$ cat src/rtl/i2s_tdm_tx.sv
// N-channel I2S/TDM serialiser with a frame FIFO and programmable bit clock.
// Define I2S_TDM_TX_HOLD_ON_UNDERRUN_EN to repeat the last frame on underrun.
module i2s_tdm_tx #(
    parameter int CHANNELS   = 2,
    parameter int SAMPLE_W   = 16,
    parameter int SLOT_W     = 32,
    parameter int FIFO_DEPTH = 4,
    parameter int PRESCALE_W = 8
) (
    input  logic                           clk,
    input  logic                           reset_n,
    input  logic [PRESCALE_W-1:0]          prescaler,
    input  logic                           in_valid,
    output logic                           in_ready,
    input  logic [CHANNELS*SAMPLE_W-1:0]   in_data,
    output logic                           sclk,
    output logic                           lrclk,
    output logic                           sdata,
    output logic                           frame_start,
    output logic                           underrun,
    output logic [$clog2(FIFO_DEPTH):0]    fifo_level
);
    localparam int FB  = CHANNELS * SLOT_W;
    localparam int KW  = $clog2(FB);
    localparam int DW  = CHANNELS * SAMPLE_W;
    localparam int AW  = $clog2(FIFO_DEPTH);
    localparam int LW  = AW + 1;
    localparam int PAD = SLOT_W - SAMPLE_W;

    logic [PRESCALE_W-1:0] pc_q, pc_d, pmax;
    logic                  sclk_q, sclk_d;
    logic [KW-1:0]         k_q, k_d;
    logic [DW-1:0]         frame_q, frame_d, sh;
    logic                  sdata_q, sdata_d, lrclk_q, lrclk_d;
    logic                  fs_q, fs_d, ur_q, ur_d;
    logic [LW-1:0]         level_q, level_d;
    logic [AW-1:0]         wp_q, wp_d, rp_q, rp_d;
    logic                  rdy_q, rdy_d;
    logic                  tc, fall, wrap, push, pop;
    logic [DW-1:0]         mem [FIFO_DEPTH];
    int                    slot, pos, kn;

    always_comb begin
        pmax = (prescaler == '0) ? PRESCALE_W'(1) : prescaler;
        // >= so a prescaler shrunk below the running count still terminates
        tc     = (pc_q >= pmax - PRESCALE_W'(1));
        pc_d   = tc ? '0 : pc_q + PRESCALE_W'(1);
        sclk_d = tc ? ~sclk_q : sclk_q;
        fall   = tc && sclk_q;

        k_d  = k_q;
        wrap = 1'b0;
        if (fall) begin
            if (k_q == KW'(FB - 1)) begin
                k_d  = '0;
                wrap = 1'b1;
            end else begin
                k_d = k_q + KW'(1);
            end
        end

        push = in_valid && rdy_q;
        pop  = wrap && (level_q != '0);
        fs_d = wrap;
        ur_d = wrap && (level_q == '0);

        frame_d = frame_q;
        if (pop) begin
            frame_d = mem[rp_q];
        end else if (wrap) begin
`ifdef I2S_TDM_TX_HOLD_ON_UNDERRUN_EN
            frame_d = frame_q;
`else
            frame_d = '0;
`endif
        end

        wp_d    = push ? wp_q + AW'(1) : wp_q;
        rp_d    = pop ? rp_q + AW'(1) : rp_q;
        level_d = level_q;
        if (push && !pop) begin
            level_d = level_q + LW'(1);
        end else if (pop && !push) begin
            level_d = level_q - LW'(1);
        end
        rdy_d = (level_d != LW'(FIFO_DEPTH));

        sdata_d = sdata_q;
        lrclk_d = lrclk_q;
        slot    = 0;
        pos     = 0;
        kn      = 0;
        sh      = '0;
        if (fall) begin
            slot    = int'(k_d) / SLOT_W;
            pos     = SLOT_W - 1 - (int'(k_d) % SLOT_W);
            sdata_d = 1'b0;
            if (pos >= PAD) begin
                sh      = frame_d >> (slot * SAMPLE_W + pos - PAD);
                sdata_d = sh[0];
            end
            // lrclk looks one bit ahead of the data
            kn      = (int'(k_d) + 1) % FB;
            lrclk_d = (kn / SLOT_W) >= (CHANNELS / 2);
        end
    end

    always_ff @(posedge clk or negedge reset_n) begin
        if (!reset_n) begin
            pc_q    <= '0;
            sclk_q  <= 1'b0;
            k_q     <= KW'(FB - 1);
            frame_q <= '0;
            sdata_q <= 1'b0;
            lrclk_q <= 1'b0;
            fs_q    <= 1'b0;
            ur_q    <= 1'b0;
            level_q <= '0;
            wp_q    <= '0;
            rp_q    <= '0;
            rdy_q   <= 1'b1;
        end else begin
            pc_q    <= pc_d;
            sclk_q  <= sclk_d;
            k_q     <= k_d;
            frame_q <= frame_d;
            sdata_q <= sdata_d;
            lrclk_q <= lrclk_d;
            fs_q    <= fs_d;
            ur_q    <= ur_d;
            level_q <= level_d;
            wp_q    <= wp_d;
            rp_q    <= rp_d;
            rdy_q   <= rdy_d;
        end
    end

    always_ff @(posedge clk) begin
        if (push) begin
            mem[wp_q] <= in_data;
        end
    end

    assign in_ready    = rdy_q;
    assign sclk        = sclk_q;
    assign lrclk       = lrclk_q;
    assign sdata       = sdata_q;
    assign frame_start = fs_q;
    assign underrun    = ur_q;
    assign fifo_level  = level_q;
endmodule

$ cat config.mk
export PLATFORM = sky130hd
export DESIGN_NAME = i2s_tdm_tx
export DESIGN_NICKNAME = d
export VERILOG_FILES = /design/src/rtl/i2s_tdm_tx.sv
export SDC_FILE = /design/constraint.sdc
export NUM_CORES = 1
export LEC_CHECK = 0
export ABC_AREA = 1
export ABC_CLOCK_PERIOD_IN_PS = 4220
export BUFFER_PORTS_ARGS = -buffer_cell sky130_fd_sc_hd__clkbuf_2
export CAP_MARGIN = 20
export CORE_UTILIZATION = 30
export DETAILED_ROUTE_END_ITERATION = 10
export GPL_TIMING_DRIVEN = 0
export PLACE_DENSITY = 0.41
export SYNTH_ARGS = -nofsm -noshare
export SYNTH_HDL_FRONTEND = slang
export SYNTH_SLANG_ARGS = --single-unit
$ cat constraint.sdc
create_clock -name clk -period 4.22 [get_ports clk]
set_input_delay 0.844 -clock clk [delete_from_list [all_inputs] [get_ports clk]]
set_output_delay 0.844 -clock clk [all_outputs]
set_load 0.02 [all_outputs]
==> run summary <==
synthesized area per cell: 11.4 sq um
Hold Buf Count CTS: 0
clock slew at reported path FFs: 0.07 ns
count of cell types in the netlist: 37
GRT Total Usage: 14.7%
Wirelength per Cell: 17.2 um
Synthesis Warnings: 0
Max Fclk: 266 MHz
hold slack final: 0.479 ns
layout cells sized above 1: 18.6%
clock sinks: 187
Routed WL: 19.5 mm
Final min period: 3.75 ns
full die area: 0.0277 sq mm
vias in the first global route: 5375
Avg Vias per Cell: 4.68
Fin Setup TNS: 0 ns
status: finished with violations
antenna diode count: 0
P_sw: 1.86 mW
Post-synth EDFFs: 128
initial antenna violation count: 0
GP Congestion: 0.772
Seq pwr share: 44.3%
beginning of the worst hold path: sdata$_DFFE_PN0N_
postcts setup bufs: 0
Post-Synth XOR/XNOR Area: 1.30%
worst hold path cell count: 2
Rows: 59
drt drc: 5
cell internal pwr: 3.77 mW
Max-cap violations: 0
Final Util: 36.2%
final hold violations: 0
TritonRoute pass-1 iters: 7
Slew @ Worst Pin: 0.856 ns
sequential area share after synthesis: 65.7%
RSZ-0062 raised after global routing: false
power per cell area: 592 mW/mm^2
worst endpoint data arrival time: 4.07 ns
post-synthesis compound-gate area fraction: 10.5%
post-route cell area: 0.00951 sq mm
post-route ant nets: 0
Cells after Synth: 710
H-tree levels: 4
Synth area leaders: edfxtp_1 47%, dfrtp_1 16%, nand2_1 8.5%
CP Max Fanout: 8
initial core utilization: 30.9%
Die W: 166 um
combinational share of power: 27.2%
Reg-to-Reg End: sdata$_DFFE_PN0N_
most instantiated library cell after synthesis: nand2_1
largest family of logic cells by synthesized area: simple AND/OR/NAND/NOR gates
1st-iter DRT viols: 194
WHS Endpoint: sdata$_DFFE_PN0N_
simple-gate portion of the synthesized area: 14.8%
Leakage: 3.86 nW
asr flop ratio synth: 31.6%
TritonCTS clock tree: built
Synth Flop Type: edfxtp_1
area grow syn2layout: 17.3%
Via Count: 5298
worst r2r path cells: 20
adder-cell share of the synthesized area: 2.93%
top-area cell type share of the netlist area: 47.4%
failing checks: design-rule violations
first-pass GRT wire length: 30.8 mm
Core Footprint: 0.0263 sq mm
Clk pwr share: 28.5%
WS Path Type: input port to register
Synth Register Bits: 187
grt ovf: 0
Final setup viols: 0
Max rail drop VDD: 0.272 mV
DP HPWL: 13.4 mm
Final Max Slew Viols: 0
Net Sw Frac: 33.1%
clk root buf: clkbuf_16
Port-buffer cells: 51
flop2flop setup slack: 1.47 ns
Placement Cell Area: 0.00892 sq mm
CP required: 4.54 ns
Yosys top cell by area: edfxtp_1
post-synthesis mux area share: 0%
cts repair resizes: 0
Die H: 166 um
top cells by count, synth: 183 x nand2_1, 128 x edfxtp_1, 52 x dfrtp_1
Worst R2R Start: pc_q[2]$_DFF_PN0_
HP Class: register to register
Mapped Nets: 772
kind of end point of the critical path: register
Slew headroom: 43.0%
largest net degree at the start of global routing: 60
nets@finish: 846
Post-Syn Area: 0.00811 sq mm
startpoint types: input port
Worst-Skew Late Latency: 0.43 ns
final worst-path cycle share: 88.9%
CTS buffer count: 17
clock tree buffer depth: 2
worst-case clock skew: 0.00884 ns
Boundary Pins: 52
==> cells in the final DEF, fill, tap and decap left out, types with 4 or more instances in the layout <==
master / instances
o21ai_0: 28
o21a_1: 8
nand2_1: 183
nor2_1: 41
inv_6: 4
clkbuf_16: 17
buf_6: 4
clkbuf_2: 50
nor2_4: 6
a32o_1: 29
buf_2: 19
inv_1: 48
dfstp_2: 7
o21ai_1: 8
nand3_1: 22
nand2_2: 6
inv_2: 6
edfxtp_1: 128
ha_1: 19
clkbuf_1: 5
nor3_1: 6
o211ai_1: 15
xor2_1: 9
dfrtp_1: 52
a21oi_1: 33
==> worst max-delay path by stage <==
| stage | slack, ns | end | start |
|---|---|---|---|
| 6_report | 0.47 | sdata$_DFFE_PN0N_ | prescaler[4] |
| 5_1_grt | 0.13 | sdata$_DFFE_PN0N_ | prescaler[6] |
| 4_1_cts | 0.46 | sdata$_DFFE_PN0N_ | prescaler[2] |
| 3_5_place_dp | 0.02 | sdata$_DFFE_PN0N_ | prescaler[4] |
| 3_3_place_gp | -0.31 | mem[0][25]$_DFFE_PP_ | in_valid |
| 2_1_floorplan | 0.57 | sdata$_DFFE_PN0N_ | prescaler[2] |
==> critical path, cell delays in order <==
cell	delay, ns
clkbuf_2	0.11
nor2_1	0.06
a41oi_1	0.33
ha_1	0.29
nand3_1	0.12
xor2_1	0.14
inv_1	0.06
ha_1	0.26
nand2_1	0.06
o21a_1	0.22
nand2_4	0.12
nand2_4	0.10
inv_2	0.12
nand2_2	0.08
nor2_4	0.12
nand2_1	0.07
xor2_1	0.16
nor2_2	0.12
inv_2	0.05
ha_1	0.31
inv_1	0.06
nand3_1	0.08
nand3_1	0.13
nand2_1	0.06
==> logic make-up after synthesis <==
| kind of cell | count (synthesis) |
|---|---|
| adders and majority gates | 19 |
| buffers and inverters | 85 |
| DFF | 187 |
| xor gates and xnor gates | 12 |
| AOI/OAI and AO/OA | 127 |
| and+or+nand+nor | 280 |
==> power groups by stage <==
stage | clock, mW | sequential, mW | combinational, mW
detailed placement | 0 | 2.53 | 1.56
global placement | 0 | 2.55 | 1.45
floorplan | 0 | 2.55 | 0.979
CTS | 1.64 | 2.50 | 1.57
global route | 1.72 | 2.53 | 1.74
finish | 1.60 | 2.49 | 1.53
==> through the flow <==
step | cells | power [mW] | setup slack (ns)
2_1_floorplan | 710 | 3.53 | 0.566
3_3_place_gp | 1096 | 4.00 | -0.310
3_5_place_dp | 1100 | 4.09 | 0.0174
4_1_cts | 1132 | 5.71 | 0.464
5_1_grt | 1132 | 5.99 | 0.133
6_report | 1132 | 5.63 | 0.467
==> final cells by class <==
class                   count  area [sq um]
fillers                  2620         16800
flip-flops and latches    187          5330
multi-input cells         438          2420
clock buffers              17           425
well taps                 335           419
repair buffers             55           360
inverters                  54           203
plain buffers              31           181
clock inverters            15           164
==> registers in the layout, indices dropped and copies added (netlist names) <==
register and cells:
fifo_level 3, in_ready 1, lrclk 1, wp_q 2, sclk 1, rp_q 2, frame_start 1, pc_q 8
mem 128, sdata 1, k_q 6, underrun 1, frame_q 32
==> routing by layer <==
metal	routed length [um]	GRT usage (%)	vias to the layer above
met5	0	0	-
met4	338	4.59	0
met3	634	2.81	22
met2	9450	24.6	77
met1	9100	19.2	2589
li1	-	-	2610
(Power assumes the default switching activity.)
